==> config.mk <==
export PLATFORM = sky130hd
export DESIGN_NAME = pwm_peripheral
export DESIGN_NICKNAME = d
export VERILOG_FILES = /design/src/rtl/pwm_pkg.sv /design/src/rtl/pwm_counter.sv /design/src/rtl/pwm_peripheral.sv
export SDC_FILE = /design/constraint.sdc
export NUM_CORES = 1
export LEC_CHECK = 0
export BUFFER_PORTS_ARGS = -buffer_cell sky130_fd_sc_hd__buf_2
export CORE_MARGIN = 4
export CORE_UTILIZATION = 40
export DETAILED_ROUTE_END_ITERATION = 8
export PLACE_DENSITY = 0.62
export SYNTH_ARGS = -nofsm -noshare
export SYNTH_HDL_FRONTEND = slang
export SYNTH_HIERARCHICAL = 1
export SYNTH_SLANG_ARGS = --single-unit
==> constraint.sdc <==
create_clock -name clk -period 1.8 [get_ports clk]
set_clock_uncertainty 0.15 [all_clocks]
set_input_delay 0.18 -clock clk [delete_from_list [all_inputs] [get_ports clk]]
set_output_delay 0.18 -clock clk [all_outputs]
set_load 0.02 [all_outputs]
==> src/rtl/pwm_pkg.sv <==
// Shared register map, PWM step count and register type for the PWM peripheral.
package pwm_pkg;

  localparam logic [6:0] ADDR_EN_OUT_LO = 7'd0;
  localparam logic [6:0] ADDR_EN_OUT_HI = 7'd1;
  localparam logic [6:0] ADDR_EN_PWM_LO = 7'd2;
  localparam logic [6:0] ADDR_EN_PWM_HI = 7'd3;
  localparam logic [6:0] ADDR_DUTY      = 7'd4;

  // Steps per PWM period; the step counter runs 0..PWM_STEPS-1.
  localparam int PWM_STEPS = 255;

  typedef logic [7:0] reg8_t;

endpackage

==> src/rtl/pwm_counter.sv <==
// PWM timebase: prescaler, 8-bit step counter and the period-wrap pulse.
module pwm_counter
  import pwm_pkg::*;
#(
  parameter int CLK_DIV = 10
) (
  input  logic       clk,
  input  logic       rst,
  output logic [7:0] step,
  output logic       tick,
  output logic       period_start
);

  logic [7:0] presc;

  assign tick         = (presc == 8'(CLK_DIV - 1));
  assign period_start = tick && (step == 8'(PWM_STEPS - 1));

  // NOTE: sequential state uses non-blocking assignments so every register
  // samples the pre-edge values of its sources, independent of block order.
  always_ff @(posedge clk) begin
    if (rst) begin
      presc <= '0;
      step  <= '0;
    end else begin
      presc <= tick ? 8'd0 : presc + 8'd1;
      if (period_start)
        step <= '0;
      else if (tick)
        step <= step + 8'd1;
    end
  end

endmodule

==> src/rtl/pwm_peripheral.sv <==
// PWM peripheral top: register file, duty source and registered output mux.
// Optional build macro PWM_SHADOW_EN latches duty only at each period start.
module pwm_peripheral
  import pwm_pkg::*;
#(
  parameter int CLK_DIV  = 10,
  parameter int MAX_ADDR = 4
) (
  input  logic       clk,
  input  logic       rst,
  input  logic       wr_valid,
  input  logic [6:0] wr_addr,
  input  logic [7:0] wr_data,
  output logic       wr_ack,
  output logic       wr_err,
  output logic [7:0] out_lo,
  output logic [7:0] out_hi,
  output logic       pwm_period_start
);

  reg8_t       en_out_lo, en_out_hi, en_pwm_lo, en_pwm_hi, duty;
  reg8_t       duty_act;
  logic [7:0]  step;
  logic        period_start;
  logic        tick_unused;
  logic        pwm_q;
  logic        wr_ok;
  logic [15:0] en_out, en_pwm, out_q;

  pwm_counter #(.CLK_DIV(CLK_DIV)) u_cnt (
    .clk          (clk),
    .rst          (rst),
    .step         (step),
    .tick         (tick_unused),
    .period_start (period_start)
  );

  // Full 7-bit compare: high address bits are never dropped.
  assign wr_ok = wr_valid && (wr_addr <= 7'(MAX_ADDR));

  always_ff @(posedge clk) begin
    if (rst) begin
      en_out_lo <= '0;
      en_out_hi <= '0;
      en_pwm_lo <= '0;
      en_pwm_hi <= '0;
      duty      <= '0;
      wr_ack    <= 1'b0;
      wr_err    <= 1'b0;
    end else begin
      wr_ack <= wr_ok;
      wr_err <= wr_valid && !wr_ok;
      if (wr_ok) begin
        case (wr_addr)
          ADDR_EN_OUT_LO: en_out_lo <= wr_data;
          ADDR_EN_OUT_HI: en_out_hi <= wr_data;
          ADDR_EN_PWM_LO: en_pwm_lo <= wr_data;
          ADDR_EN_PWM_HI: en_pwm_hi <= wr_data;
          ADDR_DUTY:      duty      <= wr_data;
          default: ;
        endcase
      end
    end
  end

`ifdef PWM_SHADOW_EN
  // A duty write in the period-start cycle is not yet visible here, so it
  // lands one period later.
  always_ff @(posedge clk) begin
    if (rst)
      duty_act <= '0;
    else if (period_start)
      duty_act <= duty;
  end
`else
  assign duty_act = duty;
`endif

  assign en_out = {en_out_hi, en_out_lo};
  assign en_pwm = {en_pwm_hi, en_pwm_lo};

  always_ff @(posedge clk) begin
    if (rst) begin
      pwm_q <= 1'b0;
      out_q <= '0;
    end else begin
      pwm_q <= (duty_act == 8'hFF) ? 1'b1 : (step < duty_act);
      out_q <= en_out & (~en_pwm | {16{pwm_q}});
    end
  end

  assign out_lo           = out_q[7:0];
  assign out_hi           = out_q[15:8];
  assign pwm_period_start = period_start;

endmodule

==> results.py, run 1 <==
metrics = {
    "run_status": {
        "outcome": "complete, but fails checks",
        "violations": "setup timing",
    },
    "setup_path": {
        "crit_required_ps": 1470,
        "cp_num_buf_inv": 2,
        "slowest_stage": "dfxtp_2",
        "cp_top_family": "simple AND/OR/NAND/NOR gates",
        "path_max_fanout": 2,
        "startpoint_type": "flop",
        "endpoint_kind": "output port",
        "crit_arrival_ps": 1550,
        "critical_path.max_stage_delay_ps": 330,
        "criticalPathCategory": "reg2out",
        "crit_chain": "inv_2, ha_4, nor4b_4, and2_4, nand3_2, nor2_1, buf_4",
    },
    "placed_design": {
        "gp_congestion": 0.782,
        "dp_hpwl_um": 4420,
        "io_buffers": 36,
        "place_ws_ps": 42.2,
        "placed_cell_area_um2": 3420,
    },
    "finish": {
        "num-fill-cells": 697,
        "layout_common_cells": "dfxtp_1 (70), nor2_1 (43), buf_2 (35)",
        "nNetsFinal": 415,
        "final_cell_area_um2": 3930,
        "final_util_pct": 53.3,
        "multi_input_area_um2": 1550,
        "layout_commonest_cell": "dfxtp_1",
        "drive_gt1_share_pct": 24.6,
        "num_antenna_cells": 0,
        "area_growth_pct": 27.4,
        "seq_area_um2": 1510,
    },
    "floorplan": {
        "die-height_um": 95.8,
        "dieArea_um2": 9190,
        "pin_count": 37,
        "core_um2": 7370,
        "dieWidth_um": 95.8,
        "start_util_pct": 41.9,
        "row_count": 31,
    },
    "yosys": {
        "synth_top_family_by_area": "simple AND/OR/NAND/NOR gates",
        "syn-num-nets": 352,
        "synth-compound-area-share_pct": 5.92,
        "synth_cell_types": 40,
        "muxShareOfSynthArea_pct": 7.78,
        "yosys.area_share.simple_pct": 26.2,
        "synth_area_per_cell_um2": 9.56,
        "synthArstFlopShare_pct": 0,
        "ys_seq_area_share_pct": 48.6,
        "ys_seq_elements": 75,
        "synthAdderAreaFrac_pct": 4.46,
        "synth-edff-count": 0,
        "syn_area_um2": 3090,
        "synth_ff_type": "dfxtp_1",
        "synthXorXnorAreaFrac_pct": 3.40,
        "syn_inst": 323,
        "yosysWarnings": 6,
    },
    "routing": {
        "drtIter0Drc": 79,
        "post_drt_wl_per_cell_um": 13.5,
        "drc": 0,
        "num_vias": 2401,
        "via_per_inst": 4.90,
        "ant_nets": 0,
        "routed_wl_um": 6600,
        "drtPass1Iterations": 4,
    },
    "clock_network": {
        "clk_pin_slew_ps": 80,
        "numCtsBuffers": 9,
        "cts_tree": "yes",
        "htree_levels": 3,
        "clock-sinks": 75,
        "insertion_delay_ps": 360,
        "cts_root_buf": "clkbuf_8",
        "cts_buffer_depth": 2,
    },
    "timing": {
        "slew_violations": 0,
        "tightest_slew_ps": 386,
        "relSlewSlack_pct": 74.2,
        "fmax_ghz": 0.531,
        "worst_slack_ps": -83.5,
        "hold_violations": 0,
        "hold_ws_ps": 53.2,
        "rsz0062_at_grt": "true",
        "setup_violations": 2,
        "min_period_ps": 1880,
        "fin_crit_sh_pct": 105,
    },
    "global_routing": {
        "grt_pass1_wl_um": 11000,
        "antenna_found_initial": 0,
        "gr-total-overflow": 0,
        "grt_max_degree": 55,
        "grt_usage_pct": 15.6,
        "grt_pass1_vias": 2353,
    },
    "flow_run": {
        "maxCapViolCount": 0,
    },
    "pwr": {
        "p_per_area_nw_per_um2": 887,
        "switchingPower_mw": 0.738,
        "seqPwrFrac_pct": 48.1,
        "p_int_mw": 2.75,
        "power.combinational.fraction_pct": 4.8,
        "power.share.clock_pct": 47.1,
        "swShare_pct": 21.2,
        "cellLeakagePower_nw": 1.77,
        "ir_drop_v": 0.000374,
    },
    "worst_hold_path": {
        "min_path_type": "in2reg",
    },
}
[metrics by stage]
step / instances / power [mW] / setup TNS, ps
after CTS: 487 / 3.51 / -120
after global routing: 490 / 3.60 / -255
after global placement: 456 / 1.84 / 0
final: 490 / 3.49 / -86.7
after floorplan: 323 / 1.77 / 0
after detailed placement: 456 / 1.84 / 0
[power by group through the flow]
stage / clock, mW / sequential [mW] / combinational [mW]
floorplan: 0 / 1.72 / 0.0570
global placement: 0 / 1.71 / 0.126
detailed placement: 0 / 1.72 / 0.129
CTS: 1.68 / 1.68 / 0.160
global route: 1.74 / 1.68 / 0.182
finish: 1.64 / 1.68 / 0.166
[worst reg2reg max path, stage by stage (launching register included)]
cell and delay [ps]:
dfxtp_2 330, inv_2 40, ha_4 140, nor4b_4 130, and2_4 170, buf_4 130
buf_6 120, a41o_2 290, a211oi_1 210
[cells in the mapped netlist (4+ instances only)]
cell type | n | area, µm²
inv_1 | 9 | 33.8
nand4_1 | 5 | 31.3
buf_2 | 4 | 20.0
nor2_1 | 43 | 161
mux2i_1 | 24 | 240
xor2_1 | 10 | 87.6
dfxtp_1 | 75 | 1500
nand2_1 | 34 | 128
and3_1 | 5 | 31.3
nand3_1 | 12 | 60.1
nor2b_1 | 17 | 106
ha_1 | 11 | 138
a21oi_1 | 18 | 90.1
clkbuf_1 | 6 | 22.5
nor3b_1 | 16 | 120
[sequential cells by signal, summed over array words and instances, names as in the netlist, 8 cells and up]
signal and flops:
duty 8, en_out_hi 8, en_out_lo 8, en_pwm_hi 8, en_pwm_lo 8, out_q 16, u_cnt/presc 8, u_cnt/step 8
[area by class of cell]
| class | instances | area share [%] |
|---|---|---|
| Tap cell | 99 | 3.15 |
| Sequential cell | 75 | 38.4 |
| Multi-Input combinational cell | 225 | 39.3 |
| Clock inverter | 5 | 2.74 |
| Timing Repair Buffer | 66 | 11.7 |
| Clock buffer | 11 | 3.85 |
| Inverter | 9 | 0.859 |
[routing by layer]
layer	vias to the layer above	GRT usage (%)	wire, µm
met5	-	0	0
met4	0	6.75	129
met3	12	3.52	263
met2	42	25.9	3150
met1	1127	19.4	3060
li1	1220	-	-
[final timing paths]
path / slack (ps) / end / cells past startpoint / start
min reg2reg: 300 / en_pwm_hi[4] / 2 / en_pwm_hi[4]
max: -80 / pwm_period_start / 7 / u_cnt/presc[1]
max reg2reg: 0 / u_cnt/step[1] / 8 / u_cnt/presc[1]
min: 50 / wr_err / 3 / wr_addr[2]
[timing repair]
item | 4_1_cts | 5_1_grt
hold endpoints to repair | 22 | 0
resized for setup | 9 | 16
endpoints found under the setup margin | 1 | 29
hold buffers | 12 | 0
pin swaps | 2 | 9
buffers inserted | 3 | 3
[kinds of logic (layout without fill, tap and decap cells)]
group                    count (synthesis)  count (layout)
AND/OR/NAND/NOR                        150             150
flip-flops                              75              75
AO/OA/AOI/OAI                           28              28
multiplexers                            24              24
buffers and inverters                   23              91
XOR/XNOR                                12              12
adder cells (fa/ha/maj)                 11              11
Note: power is estimated with default switching activity, not from simulation.
==> run 2, diff against run 1 <==
--- a/config.mk
+++ b/config.mk
@@ -5,11 +5,12 @@
 export SDC_FILE = /design/constraint.sdc
 export NUM_CORES = 1
 export LEC_CHECK = 0
+export ABC_AREA = 1
 export BUFFER_PORTS_ARGS = -buffer_cell sky130_fd_sc_hd__buf_2
 export CORE_MARGIN = 4
-export CORE_UTILIZATION = 40
+export CORE_UTILIZATION = 55
 export DETAILED_ROUTE_END_ITERATION = 8
-export PLACE_DENSITY = 0.62
+export PLACE_DENSITY = 0.8
 export SYNTH_ARGS = -nofsm -noshare
 export SYNTH_HDL_FRONTEND = slang
 export SYNTH_HIERARCHICAL = 1
==> run 2 against run 1 <==
Effect of this change: the run now ends clean; register-to-register slack gained 250 ps; clock-buffer cell count down 2; fmax rose by 8.6%; hold slack got worse by 46 ps; synthesized cell count is 42% higher; sequential power hardly changed; critical path depth shrank 2; routed wire length is 12% higher; design area fell by 0.22%; power down 10%; flip-flop and latch count did not move; critical path type unchanged; critical endpoint unchanged; largest cell class unchanged; highest routed layer unchanged.
==> results.py, run 2 <==
metrics = {
    "run_status": {
        "outcome": "complete, no violations",
    },
    "yosys": {
        "synth_area_leaders": "dfxtp_1 (45%), nand2_1 (12%), nor2_1 (10%), inv_1 (6.4%), ha_1 (4.1%)",
        "synth_ff_type": "dfxtp_1",
        "syn_area_um2": 3350,
        "ys_seq_elements": 75,
        "synthArstFlopShare_pct": 0,
        "synth_most_common_cell": "nand2_1",
        "synth_area_per_cell_um2": 7.32,
        "syn_inst": 458,
        "synth_top_area_share_pct": 44.8,
        "synth-edff-count": 0,
        "post-synth-top-area-cell": "dfxtp_1",
        "synth_common_cells": "nand2_1 (107), nor2_1 (89), dfxtp_1 (75), inv_1 (57)",
        "syn-num-nets": 487,
        "synth_cell_types": 28,
        "yosysWarnings": 6,
        "ys_seq_area_share_pct": 44.8,
    },
    "setup_path": {
        "criticalPathCategory": "reg2out",
        "startpoint_type": "flop",
        "crit_start": "u_cnt/step[0]",
        "path_max_fanout": 5,
        "endpoint_kind": "output port",
        "crit_arrival_ps": 1400,
        "slowest_stage": "dfxtp_1",
        "crit_chain": "inv_2, ha_1, nand3_2, nor3_4, buf_6",
        "crit_required_ps": 1470,
        "critical_path.max_stage_delay_ps": 360,
        "r2r_start": "u_cnt/presc[6]",
    },
    "timing": {
        "hold_violations": 0,
        "slew_violations": 0,
        "relSlewSlack_pct": 73.3,
        "fmax_ghz": 0.577,
        "min_period_ps": 1730,
        "setup_violations": 0,
        "fin_crit_sh_pct": 96.3,
        "tightest_slew_ps": 400,
    },
    "floorplan": {
        "dieWidth_um": 86.1,
        "die-height_um": 86.1,
        "row_count": 28,
        "start_util_pct": 56.6,
        "pin_count": 37,
        "core_um2": 5920,
        "dieArea_um2": 7410,
    },
    "finish": {
        "final_util_pct": 66.3,
        "largest_reg_flops": 16,
        "area_growth_pct": 17.0,
        "num_antenna_cells": 0,
        "layout_commonest_cell": "nand2_1",
        "layout_common_cells": "nand2_1 (107), nor2_1 (89), dfxtp_1 (68)",
        "regMostFlops": "out_q",
        "num-fill-cells": 478,
        "drive_gt1_share_pct": 19.5,
        "nNetsFinal": 537,
    },
    "routing": {
        "post_drt_wl_per_cell_um": 12.5,
        "drtIter0Drc": 135,
        "drc": 0,
        "routed_wl_um": 7370,
        "ant_nets": 0,
        "num_vias": 2933,
        "drtPass1Iterations": 4,
        "via_per_inst": 4.99,
    },
    "pwr": {
        "power.total_mw": 3.14,
        "p_int_mw": 2.38,
        "power.combinational.fraction_pct": 5.3,
        "switchingPower_mw": 0.759,
        "p_per_area_nw_per_um2": 799,
        "power.share.clock_pct": 41.3,
        "swShare_pct": 24.2,
        "cellLeakagePower_nw": 1.85,
        "seqPwrFrac_pct": 53.4,
        "ir_drop_v": 0.000729,
    },
    "global_routing": {
        "grt_pass1_wl_um": 12500,
        "gr-total-overflow": 0,
        "antenna_found_initial": 0,
        "grt_max_degree": 34,
        "grt_pass1_vias": 2865,
        "grt_usage_pct": 21.2,
    },
    "clock_network": {
        "clock-sinks": 75,
        "htree_levels": 3,
        "cts_root_buf": "clkbuf_8",
        "cts_tree": "yes",
        "clk_pin_slew_ps": 80,
        "cts_buffer_depth": 2,
        "insertion_delay_ps": 350,
        "numCtsBuffers": 9,
    },
    "worst_hold_path": {
        "hp-start": "wr_data[6]",
        "min_path_type": "in2reg",
    },
    "placed_design": {
        "io_buffers": 36,
        "dp_hpwl_um": 4930,
        "gp_congestion": 0.834,
    },
    "flow_run": {
        "maxCapViolCount": 0,
    },
}
-- run 2: changes by cell type in the layout (fill, tap and decap cells not counted), sizes merged, moves of 7 or more --
cell,before,now
a21oi,18,26
and3,7,0
buf,54,45
inv,10,63
mux2i,24,0
nand2,34,112
nor2,43,99
nor2b,17,0
nor3b,17,0
o21ai,2,26
-- run 2: worst max-delay path, delay by kind of cell (launching register included) --
family / cells / cell delay, ps
buf+inv: 2 / 230
fa+ha+maj: 1 / 160
flops: 1 / 360
simple gates: 2 / 300
-- run 2: logic make-up (layout without fill, tap and decap cells) --
family                   Yosys count  in the layout  synth area share [%]
AND/OR/NAND/NOR                  238            238                  31.8
flip-flops                        75             75                  44.8
buffers and inverters             74            129                  9.59
AO/OA/AOI/OAI                     54             54                  8.17
adder cells (fa/ha/maj)           11             11                  4.10
XOR/XNOR                           6              6                  1.57
-- run 2: power groups by stage --
stage	sequential (mW)	clock [mW]	combinational, mW
floorplan	1.71	0	0.0813
global placement	1.71	0	0.133
detailed placement	1.71	0	0.137
CTS	1.67	1.31	0.162
global route	1.67	1.39	0.183
finish	1.67	1.30	0.166
-- run 2: layer usage --
layer / share of wire (%) / up-vias / GRT usage [%]
met3: 5.3 / 15 / 5.09
met1: 41 / 1338 / 24.3
li1: - / 1508 / -
met2: 52 / 72 / 37.7
met5: 0 / - / 0
met4: 1.9 / 0 / 8.35
-- run 2: path summary, 6_finish.rpt --
| kind | endpoint | depth (start not counted) | slack [ps] |
|---|---|---|---|
| max | pwm_period_start | 5 | 70 |
| min | en_pwm_lo[6] | 3 | 7 |
| max reg2reg | u_cnt/step[1] | 8 | 250 |
| min reg2reg | out_q[9] | 2 | 300 |
-- run 2: repair_timing --
item,CTS,global route
setup endpoints to repair,1,1
buffers inserted,5,1
endpoints found under the hold margin,14,0
resized for setup,9,10
hold buffers,6,0
pin swaps,3,2
-- run 2: area by class of cell --
type                            instances  area (µm²)  area share (%)
Sequential cell                        75        1510            38.6
Inverter                               62         236            6.03
Multi-Input combinational cell        309        1570            39.9
Clock buffer                            9         124            3.16
Tap cell                               75        93.8            2.39
Timing Repair Buffer                   51         314            8.01
Clock inverter                          7        75.1            1.91
-- run 2: through the flow --
stage	setup TNS (ps)	instances	setup slack [ps]	area (µm²)	hold slack (ps)
final	0	588	65.8	3920	7.49
after global routing	-21.8	588	-21.8	3920	13.2
after floorplan	0	458	268	3350	165
after detailed placement	0	560	151	3560	293
after global placement	0	560	244	3560	290
after CTS	0	587	25.3	3880	3.04
